$ cat src/rtl/drum_step_sequencer_if.sv
// Bus bundle for drum_step_sequencer.
//   pblrc            : sample-rate LR clock, treated as data in the mclk domain
//   run              : 1 = play, 0 = stop
//   samples_per_step : step period in sample ticks
//   pat_we/pat_addr/pat_wdata : pattern write port (one step, all voices)
//   trig             : per-voice trigger levels
//   step_idx         : index of the most recently fired step
//   step_strobe      : one-mclk pulse per fired step
// master = controller driving the sequencer, slave = the sequencer itself.
interface drum_step_sequencer_if #(
  parameter int NUM_VOICES = 4,
  parameter int STEP_BITS  = 4,
  parameter int TEMPO_BITS = 16
);
  logic                  pblrc;
  logic                  run;
  logic [TEMPO_BITS-1:0] samples_per_step;
  logic                  pat_we;
  logic [STEP_BITS-1:0]  pat_addr;
  logic [NUM_VOICES-1:0] pat_wdata;
  logic [NUM_VOICES-1:0] trig;
  logic [STEP_BITS-1:0]  step_idx;
  logic                  step_strobe;

  modport master (
    output pblrc, run, samples_per_step, pat_we, pat_addr, pat_wdata,
    input  trig, step_idx, step_strobe
  );

  modport slave (
    input  pblrc, run, samples_per_step, pat_we, pat_addr, pat_wdata,
    output trig, step_idx, step_strobe
  );
endinterface

$ cat src/rtl/drum_step_sequencer.sv
// Pattern-driven drum step sequencer.
// Counts sample ticks (rising edges of pblrc resynchronised into mclk),
// fires one pattern step every P = max(samples_per_step, 2) ticks and
// drives the fired step's voice bits onto trig for min(TRIG_LEN, P-1) ticks.
// Ports:
//   mclk : master clock (the only clock)
//   rst  : asynchronous active-high reset
//   bus  : slave side of drum_step_sequencer_if (see interface header)
module drum_step_sequencer #(
  parameter int NUM_VOICES = 4,
  parameter int NUM_STEPS  = 16,
  parameter int STEP_BITS  = 4,
  parameter int TEMPO_BITS = 16,
  parameter int TRIG_LEN   = 4
) (
  input  logic mclk,
  input  logic rst,
  drum_step_sequencer_if.slave bus
);

  localparam logic [TEMPO_BITS-1:0] MIN_PERIOD = TEMPO_BITS'(2);
  localparam logic [TEMPO_BITS-1:0] TRIG_LEN_W = TEMPO_BITS'(TRIG_LEN);
  localparam logic [STEP_BITS-1:0]  LAST_STEP  = STEP_BITS'(NUM_STEPS - 1);

  typedef enum logic {IDLE, RUN} state_t;

  state_t                state, state_nxt;
  logic                  pb_s1, pb_s2, pb_hist;
  logic                  sample_tick;
  logic                  fire, enter_idle;
  logic [TEMPO_BITS-1:0] tick_cnt;
  logic [TEMPO_BITS-1:0] p_eff, p_m1, trig_hold;
  logic [STEP_BITS-1:0]  ptr;
  logic [STEP_BITS-1:0]  step_idx_q;
  logic [NUM_VOICES-1:0] trig_q;
  logic                  strobe_q;
  logic [NUM_VOICES-1:0] pattern [NUM_STEPS];

  // pblrc synchroniser plus history flop for edge detection
  always_ff @(posedge mclk or posedge rst) begin
    if (rst) begin
      pb_s1   <= 1'b0;
      pb_s2   <= 1'b0;
      pb_hist <= 1'b0;
    end else begin
      pb_s1   <= bus.pblrc;
      pb_s2   <= pb_s1;
      pb_hist <= pb_s2;
    end
  end

  assign sample_tick = pb_s2 & ~pb_hist;

  // FSM state register
  always_ff @(posedge mclk or posedge rst) begin
    if (rst) state <= IDLE;
    else     state <= state_nxt;
  end

  // FSM next state
  always_comb begin
    state_nxt = state;
    case (state)
      IDLE:    if (bus.run)  state_nxt = RUN;
      RUN:     if (!bus.run) state_nxt = IDLE;
      default: state_nxt = IDLE;
    endcase
  end

  // FSM outputs: a step fires only while RUN is still requested, so a
  // stop sampled on a tick cycle never emits a final step.
  always_comb begin
    fire       = 1'b0;
    enter_idle = 1'b0;
    case (state)
      RUN: begin
        enter_idle = !bus.run;
        fire       = bus.run && sample_tick && (tick_cnt == '0);
      end
      default: begin
        fire       = 1'b0;
        enter_idle = 1'b0;
      end
    endcase
  end

  // Effective period and trigger hold length; hold never exceeds P-1 so at
  // least one low tick separates consecutive steps.
  always_comb begin
    p_eff     = (bus.samples_per_step < MIN_PERIOD) ? MIN_PERIOD : bus.samples_per_step;
    p_m1      = p_eff - TEMPO_BITS'(1);
    trig_hold = (TRIG_LEN_W < p_m1) ? TRIG_LEN_W : p_m1;
  end

  // Tick counter, step pointer and trigger outputs
  always_ff @(posedge mclk or posedge rst) begin
    if (rst) begin
      tick_cnt   <= '0;
      ptr        <= '0;
      step_idx_q <= '0;
      trig_q     <= '0;
      strobe_q   <= 1'b0;
    end else begin
      strobe_q <= fire;
      if (enter_idle) begin
        tick_cnt <= '0;
        ptr      <= '0;
        trig_q   <= '0;
      end else if ((state == RUN) && sample_tick) begin
        // >= rather than == so a period shortened mid-step still wraps
        tick_cnt <= (tick_cnt >= p_m1) ? '0 : tick_cnt + TEMPO_BITS'(1);
        if (fire) begin
          step_idx_q <= ptr;
          trig_q     <= pattern[ptr];
          ptr        <= (ptr == LAST_STEP) ? '0 : ptr + STEP_BITS'(1);
        end else if (tick_cnt >= trig_hold) begin
          trig_q <= '0;
        end
      end
    end
  end

  // Pattern store; a write landing on the firing step is seen next pass
  // because the fire path reads the pre-edge register value.
  always_ff @(posedge mclk or posedge rst) begin
    if (rst) begin
      for (int unsigned i = 0; i < NUM_STEPS; i++) pattern[i] <= '0;
    end else if (bus.pat_we) begin
      pattern[bus.pat_addr] <= bus.pat_wdata;
    end
  end

  assign bus.trig        = trig_q;
  assign bus.step_idx    = step_idx_q;
  assign bus.step_strobe = strobe_q;

endmodule

$ cat src/flat_wrapper.sv
// flat-port wrapper written by rule: the top's interface ports become plain ports
module drum_step_sequencer_flat 
#(
  parameter int NUM_VOICES = 4,
  parameter int NUM_STEPS  = 16,
  parameter int STEP_BITS  = 4,
  parameter int TEMPO_BITS = 16,
  parameter int TRIG_LEN   = 4
)
  (mclk, rst, bus_pblrc, bus_run, bus_samples_per_step, bus_pat_we, bus_pat_addr, bus_pat_wdata, bus_trig, bus_step_idx, bus_step_strobe);
  drum_step_sequencer_if #(.NUM_VOICES(NUM_VOICES), .STEP_BITS(STEP_BITS), .TEMPO_BITS(TEMPO_BITS)) bus_i ();
  input  logic mclk;
  input  logic rst;
  input wire logic [$bits(bus_i.pblrc)-1:0] bus_pblrc;
  input wire logic [$bits(bus_i.run)-1:0] bus_run;
  input wire logic [$bits(bus_i.samples_per_step)-1:0] bus_samples_per_step;
  input wire logic [$bits(bus_i.pat_we)-1:0] bus_pat_we;
  input wire logic [$bits(bus_i.pat_addr)-1:0] bus_pat_addr;
  input wire logic [$bits(bus_i.pat_wdata)-1:0] bus_pat_wdata;
  output wire logic [$bits(bus_i.trig)-1:0] bus_trig;
  output wire logic [$bits(bus_i.step_idx)-1:0] bus_step_idx;
  output wire logic [$bits(bus_i.step_strobe)-1:0] bus_step_strobe;
  assign bus_i.pblrc = bus_pblrc;
  assign bus_i.run = bus_run;
  assign bus_i.samples_per_step = bus_samples_per_step;
  assign bus_i.pat_we = bus_pat_we;
  assign bus_i.pat_addr = bus_pat_addr;
  assign bus_i.pat_wdata = bus_pat_wdata;
  assign bus_trig = bus_i.trig;
  assign bus_step_idx = bus_i.step_idx;
  assign bus_step_strobe = bus_i.step_strobe;
  drum_step_sequencer #(.NUM_VOICES(NUM_VOICES), .NUM_STEPS(NUM_STEPS), .STEP_BITS(STEP_BITS), .TEMPO_BITS(TEMPO_BITS), .TRIG_LEN(TRIG_LEN)) u_core (.mclk(mclk), .rst(rst), .bus(bus_i));
endmodule
$ cat config.mk
export PLATFORM = sky130hd
export DESIGN_NAME = drum_step_sequencer_flat
export DESIGN_NICKNAME = d
export VERILOG_FILES = /design/src/rtl/drum_step_sequencer_if.sv /design/src/rtl/drum_step_sequencer.sv /design/src/flat_wrapper.sv
export SDC_FILE = /design/constraint.sdc
export NUM_CORES = 1
export LEC_CHECK = 0
export CAP_MARGIN = 15
export CELL_PAD_IN_SITES_DETAIL_PLACEMENT = 1
export CELL_PAD_IN_SITES_GLOBAL_PLACEMENT = 1
export CORE_MARGIN = 1.5
export CORE_UTILIZATION = 45
export DETAILED_ROUTE_END_ITERATION = 6
export GPL_TIMING_DRIVEN = 0
export PLACE_DENSITY_LB_ADDON = 0.1
export SLEW_MARGIN = 20
export SYNTH_ARGS = -nofsm -noshare
export SYNTH_HDL_FRONTEND = slang
export SYNTH_SLANG_ARGS = --single-unit
$ cat constraint.sdc
create_clock -name mclk -period 3.5 [get_ports mclk]
set_input_delay 0.7 -clock mclk [delete_from_list [all_inputs] [get_ports mclk]]
set_output_delay 0.7 -clock mclk [all_outputs]
set_load 0.02 [all_outputs]
==> flow_summary.json, run 1 <==
{
  "dp_slack_ns": -2.28,
  "violations": "negative setup slack",
  "ios": 38,
  "h-tree-depth": 3,
  "worstPathArrival_ns": 4.98,
  "placed_area_sq_um": 6400,
  "cts_tree": "yes",
  "met3WireLength_um": 587,
  "synth_warnings": 0,
  "crit_fanout": 4,
  "grt_start_max_net_pins": 78,
  "synthFlopType": "dfrtp_1",
  "worstSetupEndpoint": "u_core.bus.trig[1]$_DFFE_PP0P_",
  "power.density_nw_per_um2": 423,
  "grt_pass1_vias": 4865,
  "die-width_um": 116,
  "synth_area_leader_cell": "dfrtp_1",
  "hold-path-cell-count": 0,
  "cts_sinks": 97,
  "grt_pass1_wl_um": 25300,
  "reg2reg_slack_ns": 0.87,
  "cts-buffers-inserted": 9,
  "core_sq_um": 12200,
  "synth_edf_count": 0,
  "max_freq_mhz": 210,
  "wirelength_um": 15900,
  "r2r_cells": 9,
  "cap_viol_max_count": 0,
  "yosysUniqueCellTypes": 60,
  "hp-class": "reg -> reg",
  "stdcell_area_sq_um": 7220,
  "path_class": "in -> reg",
  "yosysMostFrequentCell": "dfrtp_1",
  "route.layer.met1.wl_um": 7430,
  "routedWlPerCell_um": 20.5,
  "setup_violations": 20,
  "port_buffers": 36,
  "status": "finished, violations left",
  "ys_seq_area_frac": 0.426,
  "gp_congestion": 0.819,
  "grtUsageTotal": 0.247,
  "synth.top_cell.area_share": 0.426,
  "routed.top_layer": "met4",
  "async_reset_ff_frac": 1.00,
  "start_util": 0.468,
  "finalCritPeriodShare": 1.36,
  "finClkSkew_ns": 0.00758,
  "vias": 4504,
  "worst_slew_pin_slew_ns": 0.966,
  "die_h_um": 116,
  "syn_to_final_growth_pct": 26.8,
  "hold_violations": 0,
  "gr-total-overflow": 0,
  "ant_nets": 0,
  "final.min_clock_period_ns": 4.76,
  "maxSlewHeadroom": 0.356,
  "p_leak_nw": 3.03,
  "crit_path_end_kind": "flip-flop",
  "nNetsFinal": 668,
  "grt_setup_unrepaired": "true",
  "vias_per_cell": 5.81,
  "ir_drop_v": 0.000280,
  "drt_iter0_markers": 293,
  "synth-seq-cells": 97,
  "layout-drive-gt1-share": 0.308,
  "drt-pass1-iter-count": 4,
  "wl_met2_um": 7590,
  "clk_latency_ns": 0.35,
  "startpoint_type": "input port",
  "reg2reg_from": "u_core.tick_cnt[0]$_DFFE_PP0P_",
  "r2r-end": "u_core.tick_cnt[8]$_DFFE_PP0P_",
  "fin_ws_ns": -1.26,
  "diodes": 0,
  "drcViolationCount": 0,
  "synthTopCellsByCount": "dfrtp_1 (97), mux2_2 (70), nand2_1 (42)",
  "synthCells": 522,
  "cp-startpoint": "bus_samples_per_step[2]",
  "clockBufferDepth": 2,
  "path_clk_slew_ns": 0.06,
  "dp.final_hpwl_um": 11200,
  "drv_slew": 0,
  "ys_top_cells_by_area": "dfrtp_1 (43%), mux2_2 (14%), ha_1 (8.1%)",
  "rows": 40,
  "cts-root-buf": "clkbuf_16",
  "power.total_w": 0.00305,
  "dieArea_sq_um": 13300,
  "syn_area_per_cell_sq_um": 10.9,
  "synth_area_sq_um": 5700,
  "cp.required_ns": 3.72,
  "grt_antenna_before_repair": 0
}
[critical path: stages]
cell and delay [ns]:
buf_8 0.10, or4_4 0.55, nor4_4 0.25, and2_4 0.20, and2b_2 0.23, inv_2 0.07
ha_4 0.13, nor3b_4 0.28, nand3_2 0.14, o41a_1 0.37, nor4b_2 0.25, nand4_1 0.22
or2_1 0.29, ha_1 0.29, a31oi_2 0.08, o21ai_2 0.21, nand4_1 0.21, a31oi_4 0.28
o22ai_2 0.13
[flip-flops by register name, indices dropped and copies added, names as in the netlist]
register / count
u_core.pb_hist: 1
u_core.bus.step_idx: 4
u_core.ptr: 4
u_core.pb_s2: 1
u_core.pb_s1: 1
u_core.pattern: 64
u_core.bus.trig: 4
u_core.bus.step_strobe: 1
u_core.state: 1
u_core.tick_cnt: 16
[routing by layer]
layer / global-route usage / vias to the layer above
met5: 0 / -
met4: 0.0601 / 0
met3: 0.0424 / 22
met2: 0.400 / 82
met1: 0.347 / 2310
li1: - / 2090
[cells by family after synthesis]
kind of cell    after synthesis  synth area share
other cells                   1          0.000658
buf+inv                      38            0.0268
xor+xnor                     13            0.0200
flops                        97             0.426
compound gates               86            0.0975
fa+ha+maj                    37            0.0813
mux                          88             0.194
simple gates                162             0.154
[how the worst min path moves through the flow]
stage / start / to / slack (ns)
3_5_place_dp: u_core.pb_s1$_DFF_PP0_ / u_core.pb_s2$_DFF_PP0_ / 0.34
2_1_floorplan: u_core.pb_s1$_DFF_PP0_ / u_core.pb_s2$_DFF_PP0_ / 0.33
6_report: u_core.pb_s1$_DFF_PP0_ / u_core.pb_s2$_DFF_PP0_ / 0.36
3_3_place_gp: u_core.pb_s1$_DFF_PP0_ / u_core.pb_s2$_DFF_PP0_ / 0.35
4_1_cts: u_core.pb_s1$_DFF_PP0_ / u_core.pb_s2$_DFF_PP0_ / 0.36
5_1_grt: u_core.pb_s1$_DFF_PP0_ / u_core.pb_s2$_DFF_PP0_ / 0.36
[through the flow]
step / hold WS (ns) / std cells / utilization / setup TNS [ns]
after detailed placement: 0.338 / 739 / 0.526 / -40.02
final: 0.356 / 775 / 0.594 / -15.73
after global placement: 0.346 / 738 / 0.524 / -151.97
after global routing: 0.362 / 775 / 0.594 / -18.08
after CTS: 0.359 / 772 / 0.573 / -16.39
after floorplan: 0.331 / 534 / - / -15.43
[where the power goes]
| part | total [W] | switching (W) | internal [W] |
|---|---|---|---|
| registers | 0.00142 | 0.000107 | 0.00131 |
| logic | 0.000647 | 0.000296 | 0.000351 |
| clock network | 0.000987 | 0.000432 | 0.000555 |
[layout make-up]
cell class	instances	area (sq um)
Inverter	16	65.1
Multi-Input combinational cell	399	3540
Sequential cell	97	2430
Clock inverter	6	66.3
Timing Repair Buffer	57	564
Clock buffer	10	229
Fill cell	1292	4940
Tap cell	168	210
Buffer	22	120
[what timing repair did]
item,in CTS,in global routing
cloned,1,0
setup endpoints to repair,20,20
resized for setup,64,43
setup buffers,16,5
pin swaps,26,17
hold buffers,0,0
[cells in the final DEF (no fill, tap or decap), types with 4 or more instances in the layout]
| master | count |
|---|---|
| buf_6 | 5 |
| ha_1 | 35 |
| buf_4 | 18 |
| o21ai_0 | 8 |
| nor3_1 | 9 |
| clkbuf_16 | 9 |
| conb_1 | 13 |
| clkbuf_1 | 12 |
| mux2_2 | 70 |
| nand3b_1 | 6 |
| nand3_1 | 8 |
| nand2b_1 | 7 |
| mux4_2 | 11 |
| buf_2 | 8 |
| or3_1 | 5 |
| clkdlybuf4s50_1 | 26 |
| inv_1 | 14 |
| a21o_1 | 4 |
| dfrtp_1 | 97 |
| nor2_1 | 29 |
| xor2_1 | 6 |
| a31oi_4 | 7 |
| a31oi_1 | 7 |
| xnor2_1 | 6 |
| nand2_1 | 40 |
| o21ai_1 | 5 |
| nand4_1 | 13 |
| mux2i_1 | 7 |
| and3_1 | 5 |
| a21oi_1 | 13 |
| o211ai_1 | 7 |
| nor4_1 | 5 |
(Power assumes the default switching activity.)
==> inputs of run 2 (changes only) <==
- CORE_UTILIZATION: 45 -> 48
==> run 2 against run 1 <==
Against the previous run: global-route usage rose by 2.5 points; routed wire length up 2.9%; final area about the same; the run ends with design-rule violations, negative setup slack left; register-to-register slack barely moved.
==> flow_summary.json, run 2 (synthesized netlist as in run 1, its figures left out) <==
{
  "clockBufferDepth": 2,
  "reg2reg_from": "u_core.tick_cnt[4]$_DFFE_PP0P_",
  "die_h_um": 112,
  "cp.required_ns": 3.78,
  "mostFrequentLayoutCells": "dfrtp_1 (97), mux2_2 (70), nand2_1 (39)",
  "nFillCells": 1176,
  "worst_slew_pin_slew_ns": 0.848,
  "fin_ws_ns": -1.19,
  "vias_per_cell": 6.06,
  "worstHoldStart": "u_core.pb_s1$_DFF_PP0_",
  "setup_violations": 20,
  "hold_buffers": 0,
  "worstPathArrival_ns": 4.97,
  "cts-root-buf": "clkbuf_16",
  "hp-class": "reg -> reg",
  "power.density_nw_per_um2": 422,
  "violations": "design-rule violations, negative setup slack",
  "placed_area_sq_um": 6370,
  "top_register": "u_core.pattern",
  "cts_tree": "yes",
  "hold-path-cell-count": 0,
  "ant_nets": 0,
  "reg.largest.list": "u_core.pattern: 64 flops, u_core.tick_cnt: 16 flops",
  "core_sq_um": 11500,
  "drcViolationCount": 2,
  "cts_sinks": 97,
  "start_util": 0.495,
  "grt_antenna_before_repair": 0,
  "final.min_clock_period_ns": 4.69,
  "crit_fanout": 4,
  "gp_congestion": 0.845,
  "ir_drop_v": 0.000266,
  "finalCritPeriodShare": 1.34,
  "drt-pass1-iter-count": 6,
  "drt_iter0_markers": 229,
  "finClkSkew_ns": 0.00523,
  "ios": 38,
  "h-tree-depth": 3,
  "fin_util": 0.627,
  "port_buffers": 36,
  "drv_slew": 0,
  "path_clk_slew_ns": 0.07,
  "grt_start_max_net_pins": 68,
  "max_freq_mhz": 213,
  "maxSlewHeadroom": 0.435,
  "die-width_um": 112,
  "r2r-end": "u_core.tick_cnt[15]$_DFFE_PP0P_",
  "reg2reg_slack_ns": 0.88,
  "grt_setup_unrepaired": "true",
  "stdcell_area_sq_um": 7220,
  "layout-drive-gt1-share": 0.307,
  "path_class": "in -> reg",
  "hold_violations": 0,
  "routedWlPerCell_um": 21.4,
  "grtUsageTotal": 0.272,
  "largest_reg_flops": 64,
  "wirelength_um": 16300,
  "syn_to_final_growth_pct": 26.8,
  "p_leak_nw": 3.11,
  "dp.final_hpwl_um": 11300,
  "grt_pass1_vias": 4964,
  "cts-buffers-inserted": 9,
  "clk_latency_ns": 0.36,
  "startpoint_type": "input port",
  "vias": 4621,
  "worst_hold_path.endpoint": "u_core.pb_s2$_DFF_PP0_",
  "diodes": 0,
  "rows": 39,
  "nNetsFinal": 680,
  "dieArea_sq_um": 12500,
  "r2r_cells": 7,
  "gr-total-overflow": 0,
  "grt_pass1_wl_um": 26400,
  "status": "finished, violations left",
  "cap_viol_max_count": 0,
  "final_common_cell": "dfrtp_1",
  "crit_path_end_kind": "flip-flop"
}
-- run 2: layer usage --
metal | part of all wire | GRT usage
met5 | 0 | 0
met4 | 0.021 | 0.0768
met3 | 0.035 | 0.0441
met2 | 0.48 | 0.441
met1 | 0.46 | 0.381
-- run 2: worst max path at each step --
stage               cells after the start                              to  slack, ns                      from
global placement                       19  u_core.bus.trig[0]$_DFFE_PP0P_      -2.15  bus_samples_per_step[10]
CTS                                    19  u_core.bus.trig[1]$_DFFE_PP0P_      -1.07   bus_samples_per_step[1]
finish                                 21  u_core.bus.trig[1]$_DFFE_PP0P_      -1.19   bus_samples_per_step[2]
detailed placement                     19  u_core.bus.trig[0]$_DFFE_PP0P_      -2.25  bus_samples_per_step[10]
global route                           21  u_core.bus.trig[1]$_DFFE_PP0P_      -1.40   bus_samples_per_step[2]
floorplan                              18  u_core.bus.trig[0]$_DFFE_PP0P_      -0.98  bus_samples_per_step[12]
-- run 2: area by class of cell --
class / instances / area [sq um] / area share
clock buffer: 10 / 229 / 0.0317
clock inverter: 6 / 60.1 / 0.00831
timing repair buffer: 69 / 694 / 0.0961
tap: 143 / 179 / 0.0248
buffer: 22 / 123 / 0.0170
inverter: 16 / 65.1 / 0.00901
sequential: 97 / 2430 / 0.336
multi-input combinational: 399 / 3450 / 0.477
-- run 2: power breakdown --
part           internal [W]  total, W  switching (W)
Sequential          0.00131   0.00142       0.000105
Clock              0.000502  0.000983       0.000481
Combinational      0.000351  0.000649       0.000298
-- run 2: critical path, cell delays in order --
cell	delay, ns
buf_8	0.09
or4_4	0.53
nor4_4	0.29
and2_4	0.22
and2b_2	0.23
inv_2	0.07
ha_4	0.13
nor3b_4	0.24
nand3_2	0.13
o41a_1	0.38
nor4b_4	0.25
nand4_1	0.21
buf_4	0.20
nor2_4	0.06
ha_1	0.23
nand2b_1	0.16
a31oi_1	0.23
o21ai_2	0.11
nand4_1	0.16
a31oi_4	0.13
o22ai_1	0.20
-- run 2: stage by stage --
| stage | total power (W) | hold slack, ns | setup TNS, ns | worst slack (ns) | cells |
|---|---|---|---|---|---|
| 3_3_place_gp | 0.00199 | 0.346 | -148.31 | -2.15 | 713 |
| 6_report | 0.00305 | 0.358 | -18.75 | -1.19 | 762 |
| 4_1_cts | 0.00305 | 0.364 | -16.25 | -1.07 | 757 |
| 5_1_grt | 0.00318 | 0.372 | -22.98 | -1.40 | 762 |
| 3_5_place_dp | 0.00205 | 0.348 | -39.34 | -2.25 | 714 |
| 2_1_floorplan | 0.00182 | 0.331 | -15.43 | -0.981 | 534 |
-- run 2: timing repair --
action,in CTS,in global routing
resized for setup,85,15
pin swaps,34,18
cloned,1,0
endpoints found under the setup margin,20,20
setup buffers,26,7
==> RTL edit 1: new RTL, config.mk and constraints of run 2 <==
`TEMPO_BITS` is set to 16 in 3 places; all go to 12.
--- a/src/rtl/drum_step_sequencer_if.sv
+++ b/src/rtl/drum_step_sequencer_if.sv
@@ -10,7 +10,7 @@
 interface drum_step_sequencer_if #(
   parameter int NUM_VOICES = 4,
   parameter int STEP_BITS  = 4,
-  parameter int TEMPO_BITS = 16
+  parameter int TEMPO_BITS = 12
 );
   logic                  pblrc;
   logic                  run;
--- a/src/rtl/drum_step_sequencer.sv
+++ b/src/rtl/drum_step_sequencer.sv
@@ -10,7 +10,7 @@
   parameter int NUM_VOICES = 4,
   parameter int NUM_STEPS  = 16,
   parameter int STEP_BITS  = 4,
-  parameter int TEMPO_BITS = 16,
+  parameter int TEMPO_BITS = 12,
   parameter int TRIG_LEN   = 4
 ) (
   input  logic mclk,
--- a/src/flat_wrapper.sv
+++ b/src/flat_wrapper.sv
@@ -4,7 +4,7 @@
   parameter int NUM_VOICES = 4,
   parameter int NUM_STEPS  = 16,
   parameter int STEP_BITS  = 4,
-  parameter int TEMPO_BITS = 16,
+  parameter int TEMPO_BITS = 12,
   parameter int TRIG_LEN   = 4
 )
   (mclk, rst, bus_pblrc, bus_run, bus_samples_per_step, bus_pat_we, bus_pat_addr, bus_pat_wdata, bus_trig, bus_step_idx, bus_step_strobe);
Interface: changed (resized bus_samples_per_step); port bits go from 38 to 34. No check against the original RTL was run, so the function may have changed too.
==> RTL edit 1 against run 2 <==
The flow finishes with violations (negative setup slack); utilization down 2.8 points; synthesized area down 11%; cell area down 14%; cell count down 16%; power down 11%; first-iteration DRC count down 30%; global-route usage down 2.5 points; register-to-register slack better by 250 ps; die area down 10%; worst setup slack better by 580 ps; routed wire length down 19%; sequential cell count down 4.
==> RTL edit 1: results (changes against run 2) <==
| Metric | Value |
|---|---|
| Post-Layout Inst Area | 0.00619 mm2 (was 0.00722 mm2) |
| GPL Wtd Cong | 0.845 (about the same) |
| Switching Fraction | 29.3% (was 29.0%) |
| Fillers | 1061 (was 1176) |
| Metal-1 WL | 5.48 mm (was 7.55 mm) |
| Setup TNS | -7990 ps (was -18750 ps) |
| Maximum cell stage delay along the critical path | 370 ps (was 530 ps) |
| Initial DRT Pass Iterations | 4 (was 6) |
| Syn Inst Count | 429 (was 522) |
| Clk cell area share | 2.83% (was 4.00%) |
| Clk pin slew, worst setup/hold paths | 90 ps (was 70 ps) |
| Final Setup Violations | 16 (was 20) |
| Gr usage total | 24.7% (was 27.2%) |
| Signal buf overhead | 9.10% (was 11.3%) |
| PortBufs | 31 (was 36) |
| R2R setup slack | 1130 ps (was 880 ps) |
| Max_slew headroom | 36.4% (was 43.5%) |
| Clock Skews | 5.98 ps (was 5.23 ps) |
| Final hold slack | 360 ps (was 358 ps) |
| FF-to-FF End | u_core.bus.trig[1] (was u_core.tick_cnt[15]) |
| Largest net degree at the start of global routing | 48 (was 68) |
| Nets | 552 (was 680) |
| Worst vdd ir | 232 uV (was 266 uV) |
| Crit. Startpoint | bus_samples_per_step[11] (was bus_samples_per_step[2]) |
| GRT met2 Usage | 44.8% (was 44.1%) |
| Share of layout cells above drive strength 1 | 34.2% (was 30.7%) |
| Area contributors post-synth | dfrtp_1 (46%), mux2_2 (15%), mux4_2 (7.5%) (was dfrtp_1 (43%), mux2_2 (14%), ha_1 (8.1%)) |
| Sequential share of cell area | 37.6% (was 33.6%) |
| Pleak | 2.64 nW (was 3.11 nW) |
| Vias | 3726 (was 4621) |
| DP Cell Count | 605 (was 714) |
| Status | complete, but fails checks (unchanged) |
| CP max stage cell | a311o_1 (was or4_4) |
| Multi-input gates | 321 (was 399) |
| Final HPWL DP | 9.37 mm (was 11.3 mm) |
| First-pass GRT wire length | 21.1 mm (was 26.4 mm) |
| Register area share after synthesis | 45.7% (was 42.6%) |
| Power Internal | 1.91 mW (was 2.16 mW) |
| Met2 routed WL | 7.13 mm (was 7.85 mm) |
| Clock buffer cells | 11 (was 10) |
| Routing usage on met3 | 3.37% (was 4.41%) |
| Top flop regs | u_core.pattern (64), u_core.tick_cnt (12) (was u_core.pattern (64), u_core.tick_cnt (16)) |
| CP arrival | 4370 ps (was 4970 ps) |
| Multi-input combinational area share | 47.1% (was 47.7%) |
| DP Area | 0.00571 mm2 (was 0.00637 mm2) |
| Final Worst Setup Slack | -610 ps (was -1190 ps) |
| RR Startpoint | u_core.ptr[2] (was u_core.tick_cnt[4]) |
| CTS root buf | clkbuf_8 (was clkbuf_16) |
| Drt wl/cell | 20.6 um (was 21.4 um) |
| Failing checks | negative setup slack (was design-rule violations, negative setup slack) |
## RTL edit 1: cell types whose count changed after synthesis, sizes merged, moves of 7 or more
cell           run 2  this run
nand4             13         3
nor2              32        24
ha                37        29
o211ai             7         0
inv               16         8
## RTL edit 1: timing repair
item,in CTS,in global routing
hold buffers,0,0
cloned,0,2
gates resized for setup,37,28
buffers inserted,11,5
endpoints found under the hold margin,0,0
setup endpoints to repair,16,16
pin swaps,16,11
## RTL edit 1: worst max-delay path, delay by kind of cell
family          cells  cell delay [ps]
buf+inv             1              260
compound gates      5              930
simple gates       10             1870
fa+ha+maj           2              450
xor+xnor            1              160
## RTL edit 1: cell families (layout without fill, tap and decap cells)
logic type,after synthesis,after routing,share of synthesized area [%]
and+or+nand+nor,121,122,12.1
DFF,93,93,45.7
muxes,87,87,23.0
AOI/OAI and AO/OA,66,66,8.63
adders and majority gates,29,29,7.13
buffers and inverters,24,89,1.99
xor gates and xnor gates,8,8,1.38
other,1,9,0.0737
==> RTL edit 2: new RTL, config.mk and constraints of run 2 <==
Made on the original files. Make the reset (`rst`) synchronous in 4 clocked blocks. Comments in the files are not updated.
--- a/src/rtl/drum_step_sequencer.sv
+++ b/src/rtl/drum_step_sequencer.sv
@@ -37,7 +37,7 @@
   logic [NUM_VOICES-1:0] pattern [NUM_STEPS];
 
   // pblrc synchroniser plus history flop for edge detection
-  always_ff @(posedge mclk or posedge rst) begin
+  always_ff @(posedge mclk) begin
     if (rst) begin
       pb_s1   <= 1'b0;
       pb_s2   <= 1'b0;
@@ -52,7 +52,7 @@
   assign sample_tick = pb_s2 & ~pb_hist;
 
   // FSM state register
-  always_ff @(posedge mclk or posedge rst) begin
+  always_ff @(posedge mclk) begin
     if (rst) state <= IDLE;
     else     state <= state_nxt;
   end
@@ -93,7 +93,7 @@
   end
 
   // Tick counter, step pointer and trigger outputs
-  always_ff @(posedge mclk or posedge rst) begin
+  always_ff @(posedge mclk) begin
     if (rst) begin
       tick_cnt   <= '0;
       ptr        <= '0;
@@ -122,7 +122,7 @@
 
   // Pattern store; a write landing on the firing step is seen next pass
   // because the fire path reads the pre-edge register value.
-  always_ff @(posedge mclk or posedge rst) begin
+  always_ff @(posedge mclk) begin
     if (rst) begin
       for (int unsigned i = 0; i < NUM_STEPS; i++) pattern[i] <= '0;
     end else if (bus.pat_we) begin
Behaviour: differs if rst is asserted again (counterexample within 4 cycles, from zero or initial values and one cycle with rst high); with rst held inactive, the same outputs for 10 cycles.
==> RTL edit 2 against run 2 <==
Synthesized area is 2.6% lower; clock skew about the same; synthesized cell count is 3.1% lower; critical endpoint is now u_core.bus.trig[1]; first-iteration DRC count fell by 8.3%; cell area shrank 4.0%; routed wire length shrank 4.2%; count of clock-buffer cells in the layout did not move; sequential share of layout area up 4.8 points; sequential cell count is 4 higher; largest cell class unchanged; worst setup slack improved by 570 ps; hold slack improved by 86 ps; register-to-register slack better by 410 ps; the run ends with negative setup slack left.
Power is not compared: it rests on default switching activity, and its combinational part moved more than twofold at a synthesized area within 25%.
==> RTL edit 2: results (changes against run 2) <==
| Metric | Value |
|---|---|
| Initial DRT Pass Iterations | 4 (was 6) |
| PortBufs | 35 (was 36) |
| First-pass GRT wire length | 23.9 mm (was 26.4 mm) |
| DP Cell Count | 696 (was 714) |
| Setup WS pre-CTS | -1360 ps (was -2250 ps) |
| Final Setup Violations | 20 (unchanged) |
| Max_slew headroom | 53.0% (was 43.5%) |
| GPL Wtd Cong | 0.782 (was 0.845) |
| Syn Inst Count | 506 (was 522) |
| Area contributors post-synth | edfxtp_1 (35%), dfxtp_1 (13%), ha_1 (8.3%) (was dfrtp_1 (43%), mux2_2 (14%), ha_1 (8.1%)) |
| RR Startpoint | u_core.tick_cnt[4] (unchanged) |
| DRT iter0 DRCs | 210 (was 229) |
| Vias | 4244 (was 4621) |
| Final Worst Setup Slack | -621 ps (was -1190 ps) |
| Synth Flop Type | edfxtp_1 (was dfrtp_1) |
| CP max stage cell | nor4_2 (was or4_4) |
| DP Area | 0.00624 mm2 (was 0.00637 mm2) |
| Synth cell count leaders | and2_1 (65), edfxtp_1 (64), nor2_1 (56), dfxtp_1 (37), ha_1 (37) (was dfrtp_1 (97), mux2_2 (70), nand2_1 (42), ha_1 (37), nor2_1 (32)) |
| Share of layout cells above drive strength 1 | 22.1% (was 30.7%) |
| Vias in the first global route | 4545 (was 4964) |
| Nets | 663 (was 680) |
| Status | complete, but fails checks (unchanged) |
| Clock Skews | 4.84 ps (was 5.23 ps) |
| R2R setup slack | 1290 ps (was 880 ps) |
| Final min period | 4120 ps (was 4690 ps) |
| Drt wl/cell | 21.0 um (was 21.4 um) |
| Largest net degree at the start of global routing | 17 (was 68) |
| Failing checks | negative setup slack (was design-rule violations, negative setup slack) |
| Post-synth ARST share | 0% (was 100%) |
| Register area share after synthesis | 48.0% (was 42.6%) |
==> RTL edit 2: repair_timing <==
| item | CTS | global route |
|---|---|---|
| hold buffers | 0 | 0 |
| cloned | 1 | 0 |
| buffers inserted | 23 | 9 |
| endpoints found under the setup margin | 20 | 20 |
| pin swaps | 39 | 18 |
| resized for setup | 62 | 26 |
==> RTL edit 2: power by group through the flow <==
stage,Combinational [mW],Sequential [mW],Clock [mW]
after floorplan,0.124,1.34,0
after global placement,0.205,1.35,0
after detailed placement,0.214,1.35,0
after CTS,0.236,1.33,0.935
after global routing,0.277,1.33,0.971
final,0.256,1.33,0.923
==> RTL edit 2: area by class of cell <==
class                      instances  area share (%)
tap                              143            2.58
clock inverter                     6           0.560
buffer                            16            1.32
sequential                       101            38.4
inverter                           8           0.433
clock buffer                      10            3.30
multi-input combinational        393            44.8
timing repair buffer              68            8.63
==> RTL edit 2: cell families after synthesis <==
kind of cell | synth area share [%]
AOI/OAI and AO/OA | 6.14
xor gates and xnor gates | 3.79
adders and majority gates | 8.35
buffers and inverters | 1.80
DFF | 48.0
muxes | 8.96
other | 0.0676
and+or+nand+nor | 22.9
==> RTL edit 2: metal layers <==
| metal | GRT usage (%) | share of wire, % | up-vias | wire length [um] |
|---|---|---|---|---|
| li1 | - | - | 2009 | - |
| met1 | 28.0 | 39 | 2131 | 6130 |
| met2 | 48.1 | 56 | 71 | 8680 |
| met3 | 3.68 | 2.4 | 33 | 370 |
| met4 | 11.2 | 2.9 | 0 | 451 |
| met5 | 0 | 0 | - | 0 |
==> RTL edit 2: worst max-delay path, delay by kind of cell <==
| kind | cells | cell delay (ps) |
|---|---|---|
| compound gates | 7 | 1350 |
| fa+ha+maj | 2 | 400 |
| buf+inv | 2 | 370 |
| simple gates | 8 | 1580 |
==> RTL edit 2: how the worst min path moves through the flow <==
| stage | start | end | slack [ps] | depth (start not counted) |
|---|---|---|---|---|
| CTS | u_core.pb_s1 | u_core.pb_s2 | 440 | 1 |
| detailed placement | u_core.pb_s1 | u_core.pb_s2 | 430 | 1 |
| finish | u_core.pb_s1 | u_core.pb_s2 | 440 | 1 |
| global route | u_core.pb_s1 | u_core.pb_s2 | 460 | 1 |
| global placement | u_core.pb_s1 | u_core.pb_s2 | 420 | 1 |
| floorplan | u_core.pb_s1 | u_core.pb_s2 | 410 | 1 |
==> RTL edit 2: stage by stage <==
stage	hold WS (ps)	setup TNS [ps]	util, %
floorplan	414	-1150	-
global placement	419	-21120	55.1
detailed placement	430	-23050	55.1
CTS	445	-1890	59.7
global route	461	-10670	61.2
finish	445	-7310	61.2
